**config.mk**
```make
export PLATFORM = sky130hd
export DESIGN_NAME = multicycle_control
export DESIGN_NICKNAME = d
export VERILOG_FILES = /design/src/rtl/multicycle_control.sv
export SDC_FILE = /design/constraint.sdc
export NUM_CORES = 1
export LEC_CHECK = 0
export CORE_MARGIN = 4
export CORE_UTILIZATION = 51
export CTS_CLUSTER_DIAMETER = 30
export DETAILED_ROUTE_END_ITERATION = 8
export PLACE_DENSITY = 0.85
export SYNTH_ARGS = -nofsm -noshare
export SYNTH_HDL_FRONTEND = slang
export SYNTH_SLANG_ARGS = --single-unit
```
**constraint.sdc**
```tcl
create_clock -name clk -period 4.3 [get_ports clk]
set_input_delay 0.43 -clock clk [delete_from_list [all_inputs] [get_ports clk]]
set_output_delay 0.43 -clock clk [all_outputs]
set_load 0.05 [all_outputs]
```
**src/rtl/multicycle_control.sv**
```systemverilog
// multicycle_control -- sequencer for a multicycle MIPS-subset datapath.
//
// One ALU, one unified memory and one register file are time-shared across
// the states of each instruction. A Moore FSM walks the instruction phases
// and drives every mux select and write enable. The only Mealy outputs are
// ir_write and pc_write in FETCH, gated by mem_ready.
//
// Ports:
//   clk            rising-edge clock
//   rst            synchronous active-high reset
//   op_code[5:0]   opcode field from the instruction register
//   mem_ready      memory completes the current access this cycle
//   pc_write       unconditional PC load
//   pc_write_cond  PC load if ALU zero
//   pc_source[1:0] 00 ALU result, 01 ALUOut, 10 jump target
//   i_or_d         memory address: 0 PC, 1 ALUOut
//   mem_read       memory read request
//   mem_write      memory write request
//   ir_write       instruction register load
//   reg_dst        write register: 0 rt, 1 rd
//   mem_to_reg     write data: 0 ALUOut, 1 MDR
//   reg_write      register file write
//   alu_src_a      0 PC, 1 register A
//   alu_src_b[1:0] 00 reg B, 01 const 4, 10 sign-ext imm, 11 sign-ext imm<<2
//   alu_op[1:0]    00 add, 01 sub, 10 funct-decoded
//   state[3:0]     current state encoding (debug)
//   illegal_op     sticky unrecognised-opcode flag
//   instr_count    retired-instruction count, wraps silently
module multicycle_control #(
  parameter int CNT_W = 32
) (
  input  logic             clk,
  input  logic             rst,
  input  logic [5:0]       op_code,
  input  logic             mem_ready,
  output logic             pc_write,
  output logic             pc_write_cond,
  output logic [1:0]       pc_source,
  output logic             i_or_d,
  output logic             mem_read,
  output logic             mem_write,
  output logic             ir_write,
  output logic             reg_dst,
  output logic             mem_to_reg,
  output logic             reg_write,
  output logic             alu_src_a,
  output logic [1:0]       alu_src_b,
  output logic [1:0]       alu_op,
  output logic [3:0]       state,
  output logic             illegal_op,
  output logic [CNT_W-1:0] instr_count
);

  localparam logic [5:0] OP_RTYPE = 6'b000000;
  localparam logic [5:0] OP_LW    = 6'b100011;
  localparam logic [5:0] OP_SW    = 6'b101011;
  localparam logic [5:0] OP_BEQ   = 6'b000100;
  localparam logic [5:0] OP_J     = 6'b000010;
  localparam logic [5:0] OP_NOP   = 6'b100000;

  typedef enum logic [3:0] {
    S_IDLE     = 4'd0,
    S_FETCH    = 4'd1,
    S_DECODE   = 4'd2,
    S_MEMADDR  = 4'd3,
    S_MEMREAD  = 4'd4,
    S_MEMWB    = 4'd5,
    S_MEMWRITE = 4'd6,
    S_EXECUTE  = 4'd7,
    S_ALUWB    = 4'd8,
    S_BRANCH   = 4'd9,
    S_JUMP     = 4'd10,
    S_ILLEGAL  = 4'd11
  } state_t;

  state_t state_q, state_d;
  logic   retire;

  // NOTE: reset is synchronous here, so it sits inside the clocked branch
  // rather than in the sensitivity list; non-blocking assignments keep the
  // register update order-independent.
  always_ff @(posedge clk) begin
    if (rst) begin
      state_q     <= S_IDLE;
      instr_count <= '0;
    end else begin
      state_q <= state_d;
      if (retire) instr_count <= instr_count + CNT_W'(1);
    end
  end

  // NOTE: every output of this block gets a default before the case, so no
  // path through it can leave a signal unassigned and infer a latch.
  always_comb begin
    state_d       = state_q;
    retire        = 1'b0;
    pc_write      = 1'b0;
    pc_write_cond = 1'b0;
    pc_source     = 2'b00;
    i_or_d        = 1'b0;
    mem_read      = 1'b0;
    mem_write     = 1'b0;
    ir_write      = 1'b0;
    reg_dst       = 1'b0;
    mem_to_reg    = 1'b0;
    reg_write     = 1'b0;
    alu_src_a     = 1'b0;
    alu_src_b     = 2'b00;
    alu_op        = 2'b00;
    illegal_op    = 1'b0;

    unique case (state_q)
      S_IDLE: state_d = S_FETCH;

      S_FETCH: begin
        // PC+4 is computed every cycle, but the IR and PC only load on the
        // cycle the memory actually returns the instruction.
        mem_read  = 1'b1;
        alu_src_b = 2'b01;
        ir_write  = mem_ready;
        pc_write  = mem_ready;
        if (mem_ready) state_d = S_DECODE;
      end

      S_DECODE: begin
        // Branch target precomputed into ALUOut while decoding.
        alu_src_b = 2'b11;
        case (op_code)
          OP_LW, OP_SW: state_d = S_MEMADDR;
          OP_RTYPE:     state_d = S_EXECUTE;
          OP_BEQ:       state_d = S_BRANCH;
          OP_J:         state_d = S_JUMP;
          OP_NOP: begin
            state_d = S_FETCH;
            retire  = 1'b1;
          end
          default:      state_d = S_ILLEGAL;
        endcase
      end

      S_MEMADDR: begin
        alu_src_a = 1'b1;
        alu_src_b = 2'b10;
        case (op_code)
          OP_LW:   state_d = S_MEMREAD;
          OP_SW:   state_d = S_MEMWRITE;
          // Unreachable while the IR holds the opcode stable.
          default: state_d = S_ILLEGAL;
        endcase
      end

      S_MEMREAD: begin
        mem_read = 1'b1;
        i_or_d   = 1'b1;
        if (mem_ready) state_d = S_MEMWB;
      end

      S_MEMWB: begin
        reg_write  = 1'b1;
        mem_to_reg = 1'b1;
        state_d    = S_FETCH;
        retire     = 1'b1;
      end

      S_MEMWRITE: begin
        mem_write = 1'b1;
        i_or_d    = 1'b1;
        if (mem_ready) begin
          state_d = S_FETCH;
          retire  = 1'b1;
        end
      end

      S_EXECUTE: begin
        alu_src_a = 1'b1;
        alu_op    = 2'b10;
        state_d   = S_ALUWB;
      end

      S_ALUWB: begin
        reg_write = 1'b1;
        reg_dst   = 1'b1;
        state_d   = S_FETCH;
        retire    = 1'b1;
      end

      S_BRANCH: begin
        alu_src_a     = 1'b1;
        alu_op        = 2'b01;
        pc_write_cond = 1'b1;
        pc_source     = 2'b01;
        state_d       = S_FETCH;
        retire        = 1'b1;
      end

      S_JUMP: begin
        pc_write  = 1'b1;
        pc_source = 2'b10;
        state_d   = S_FETCH;
        retire    = 1'b1;
      end

      // Absorbing: only rst leaves, which also makes the flag sticky.
      S_ILLEGAL: illegal_op = 1'b1;

      default: state_d = S_IDLE;
    endcase
  end

  assign state = state_q;

endmodule

```
==> results.json <==
{
  "cts.repair.resized": 0,
  "post_drt_wl_per_cell_um": 14.7,
  "postCtsSetupBuffers": 0,
  "worstSkewPairLatency_ns": 0.29,
  "worst_ep_arrival_time_ns": 2.50,
  "cts.path.max_buffers": 2,
  "synth_edf_count": 0,
  "syn-num-nets": 289,
  "slew_viol_final": 0,
  "area_growth_pct": 31.6,
  "htreeDepth": 2,
  "critPathMaxFanout": 19,
  "worst_setup_hold_path_clk_slew_ns": 0.07,
  "route.vias.total": 2262,
  "place.detailed.instances": 373,
  "numPortBuffers": 61,
  "first_global_vias": 2094,
  "first_pass_iters": 5,
  "synth.ff_latch_count": 36,
  "maximum_vdd_ir_drop_mv": 0.409,
  "ys_seq_area_share_pct": 33.2,
  "clock_net_sink_count": 36,
  "netlist.area_leader.share_pct": 33.2,
  "core.rowCount": 23,
  "rsz0062_at_grt": "no",
  "dp_hpwl_mm": 4.06,
  "cts_hold_buffers": 0,
  "detail-route-antenna-nets": 0,
  "final_util_pct": 70.3,
  "setup_violations": 0,
  "postLayoutSetupSlackWorst_ns": 1.37,
  "groute.usage.overall_pct": 22.1,
  "grt_antenna_before_repair": 0,
  "floorplan.core_area_um2": 4060,
  "synth-main-ff-cell": "dfxtp_1",
  "cts_buffers": 5,
  "setup.worst_path.end_class": "output pin",
  "synth_cell_type_count": 51,
  "pin_count_of_the_biggest_net_entering_global_routing": 42,
  "final.setup_skew_ns": 0.00633,
  "synth_top_cells_by_count": "dfxtp_1 (36), nor2_1 (30), a21oi_1 (27), o21ai_0 (16), nand2_1 (14)",
  "fp.dieArea_um2": 5360,
  "finalHoldWorstSlack_ns": 0.518,
  "layout_cells_sized_above_1_pct": 7.85,
  "fp.dieH_um": 73.2,
  "worst-slew-pin-transition_ns": 1.14,
  "netlist_top_cells_area": "dfxtp_1 (33%), a21oi_1 (6.2%), nor2_1 (5.2%)",
  "layout.area.seq_um2": 721,
  "pwr_density_cell_nw_per_um2": 347,
  "hp-class": "reg -> reg",
  "power_leakage_nw": 0.905,
  "path_class": "reg -> out",
  "drt_iter0_markers": 212,
  "drt_drc_violations_left": 0,
  "tritoncts": "done",
  "cap_violations": 0,
  "finalWeightedCongestion": 0.867,
  "io_pins": 62,
  "finalSetupTns_ns": 0,
  "grt_first_pass_wirelength_mm": 9.52,
  "detailedPlace.worstSlack_ns": 1.53,
  "multi_input_comb_area_um2": 1340,
  "yosys_synthesis_warning_count": 0,
  "syn_area_cell_um2": 7.77,
  "finalCritPeriodShare_pct": 68.0,
  "max_slew_margin_pct": 24.2,
  "post-synth-top-count-cell": "dfxtp_1",
  "synth_top_area_cell": "dfxtp_1",
  "start_util_pct": 53.4,
  "status": "finished, final reports clean",
  "clock_tree.root_cell": "clkbuf_8",
  "finalHoldViolCount": 0,
  "crit_required_ns": 3.87,
  "chipWidth_um": 73.2,
  "post_synthesis_cell_area_um2": 2170,
  "post_route_minimum_period_ns": 2.93,
  "gr-total-overflow": 0,
  "finalNetCount": 340,
  "post_layout_nonfiller_instances": 381,
  "via_per_inst": 5.94,
  "syn_inst_count": 279,
  "synth_async_sr_flop_share_pct": 0,
  "final.fill_count": 370,
  "fmax_mhz": 342,
  "antenna-diode-count": 0,
  "drt-total-wl_mm": 5.61,
  "startpoint_type": "flop"
}
==> routing by layer <==
metal  wire (um)  vias to the layer above  track usage (%)
met3         251                        7             5.65
met5           0                        -                0
met2        2740                       62             36.2
met1        2560                     1059             28.7
met4          53                        0             6.15
li1            -                     1134                -
==> cells in the final DEF, fill, tap and decap left out, types with 4 or more instances in the layout <==
master / instances
a21oi_1: 27
a31oi_1: 5
and4_1: 5
clkbuf_8: 5
clkdlybuf4s50_1: 61
dfxtp_1: 36
inv_1: 8
mux2_2: 4
nand2_1: 14
nand2b_1: 6
nand3_1: 10
nand4_1: 13
nor2_1: 30
nor2b_1: 7
nor3_1: 9
o21ai_0: 16
o31ai_1: 6
or3_1: 11
or4_1: 5
xnor2_1: 6
==> cell type report <==
cell class,instances,area share [%]
multi-input combinational,217,46.8
clock buffer,5,2.41
clock inverter,3,0.658
sequential,36,25.3
timing repair buffer,62,21.7
tap,50,2.19
inverter,8,1.05
==> logic make-up (layout without fill, tap and decap cells) <==
logic type / Yosys count / after routing / share of synthesized area (%)
adders and majority gates: 1 / 1 / 0.577
xor gates and xnor gates: 8 / 8 / 3.23
and+or+nand+nor: 131 / 131 / 33.9
buffers and inverters: 26 / 78 / 5.19
muxes: 7 / 7 / 3.52
AOI/OAI and AO/OA: 70 / 70 / 20.3
DFF: 36 / 36 / 33.2
==> registers in the layout (all words and copies together) (netlist names) <==
name         count
instr_count     32
state            4
==> power by group <==
part           total [W]  internal, W  switching (W)
Clock           0.000241     0.000113       0.000128
Combinational   0.000360     0.000132       0.000228
Sequential      0.000390     0.000344      0.0000464
Total           0.000991     0.000589       0.000402
==> critical path, stage by stage (launching register included) <==
cell	delay (ns)
dfxtp_1	0.74
inv_1	0.26
nand2_1	0.15
nor2_1	0.07
or2_2	0.29
clkdlybuf4s50_1	0.70
==> through the flow <==
stage	power, W	area [um2]
after global routing	0.00104	2850
after floorplan	0.000653	2170
final	0.000991	2850
after global placement	0.000755	2770
after CTS	0.000994	2850
after detailed placement	0.000757	2770
==> worst paths after layout <==
check	slack, ns	to	from	cells past startpoint
max reg2reg	1.65	instr_count[17]	state[1]	5
min	0.52	instr_count[16]	instr_count[16]	2
max	1.37	pc_write	state[2]	5
min reg2reg	0.52	instr_count[16]	instr_count[16]	2
No activity file was read; power rests on OpenSTA's default activity.
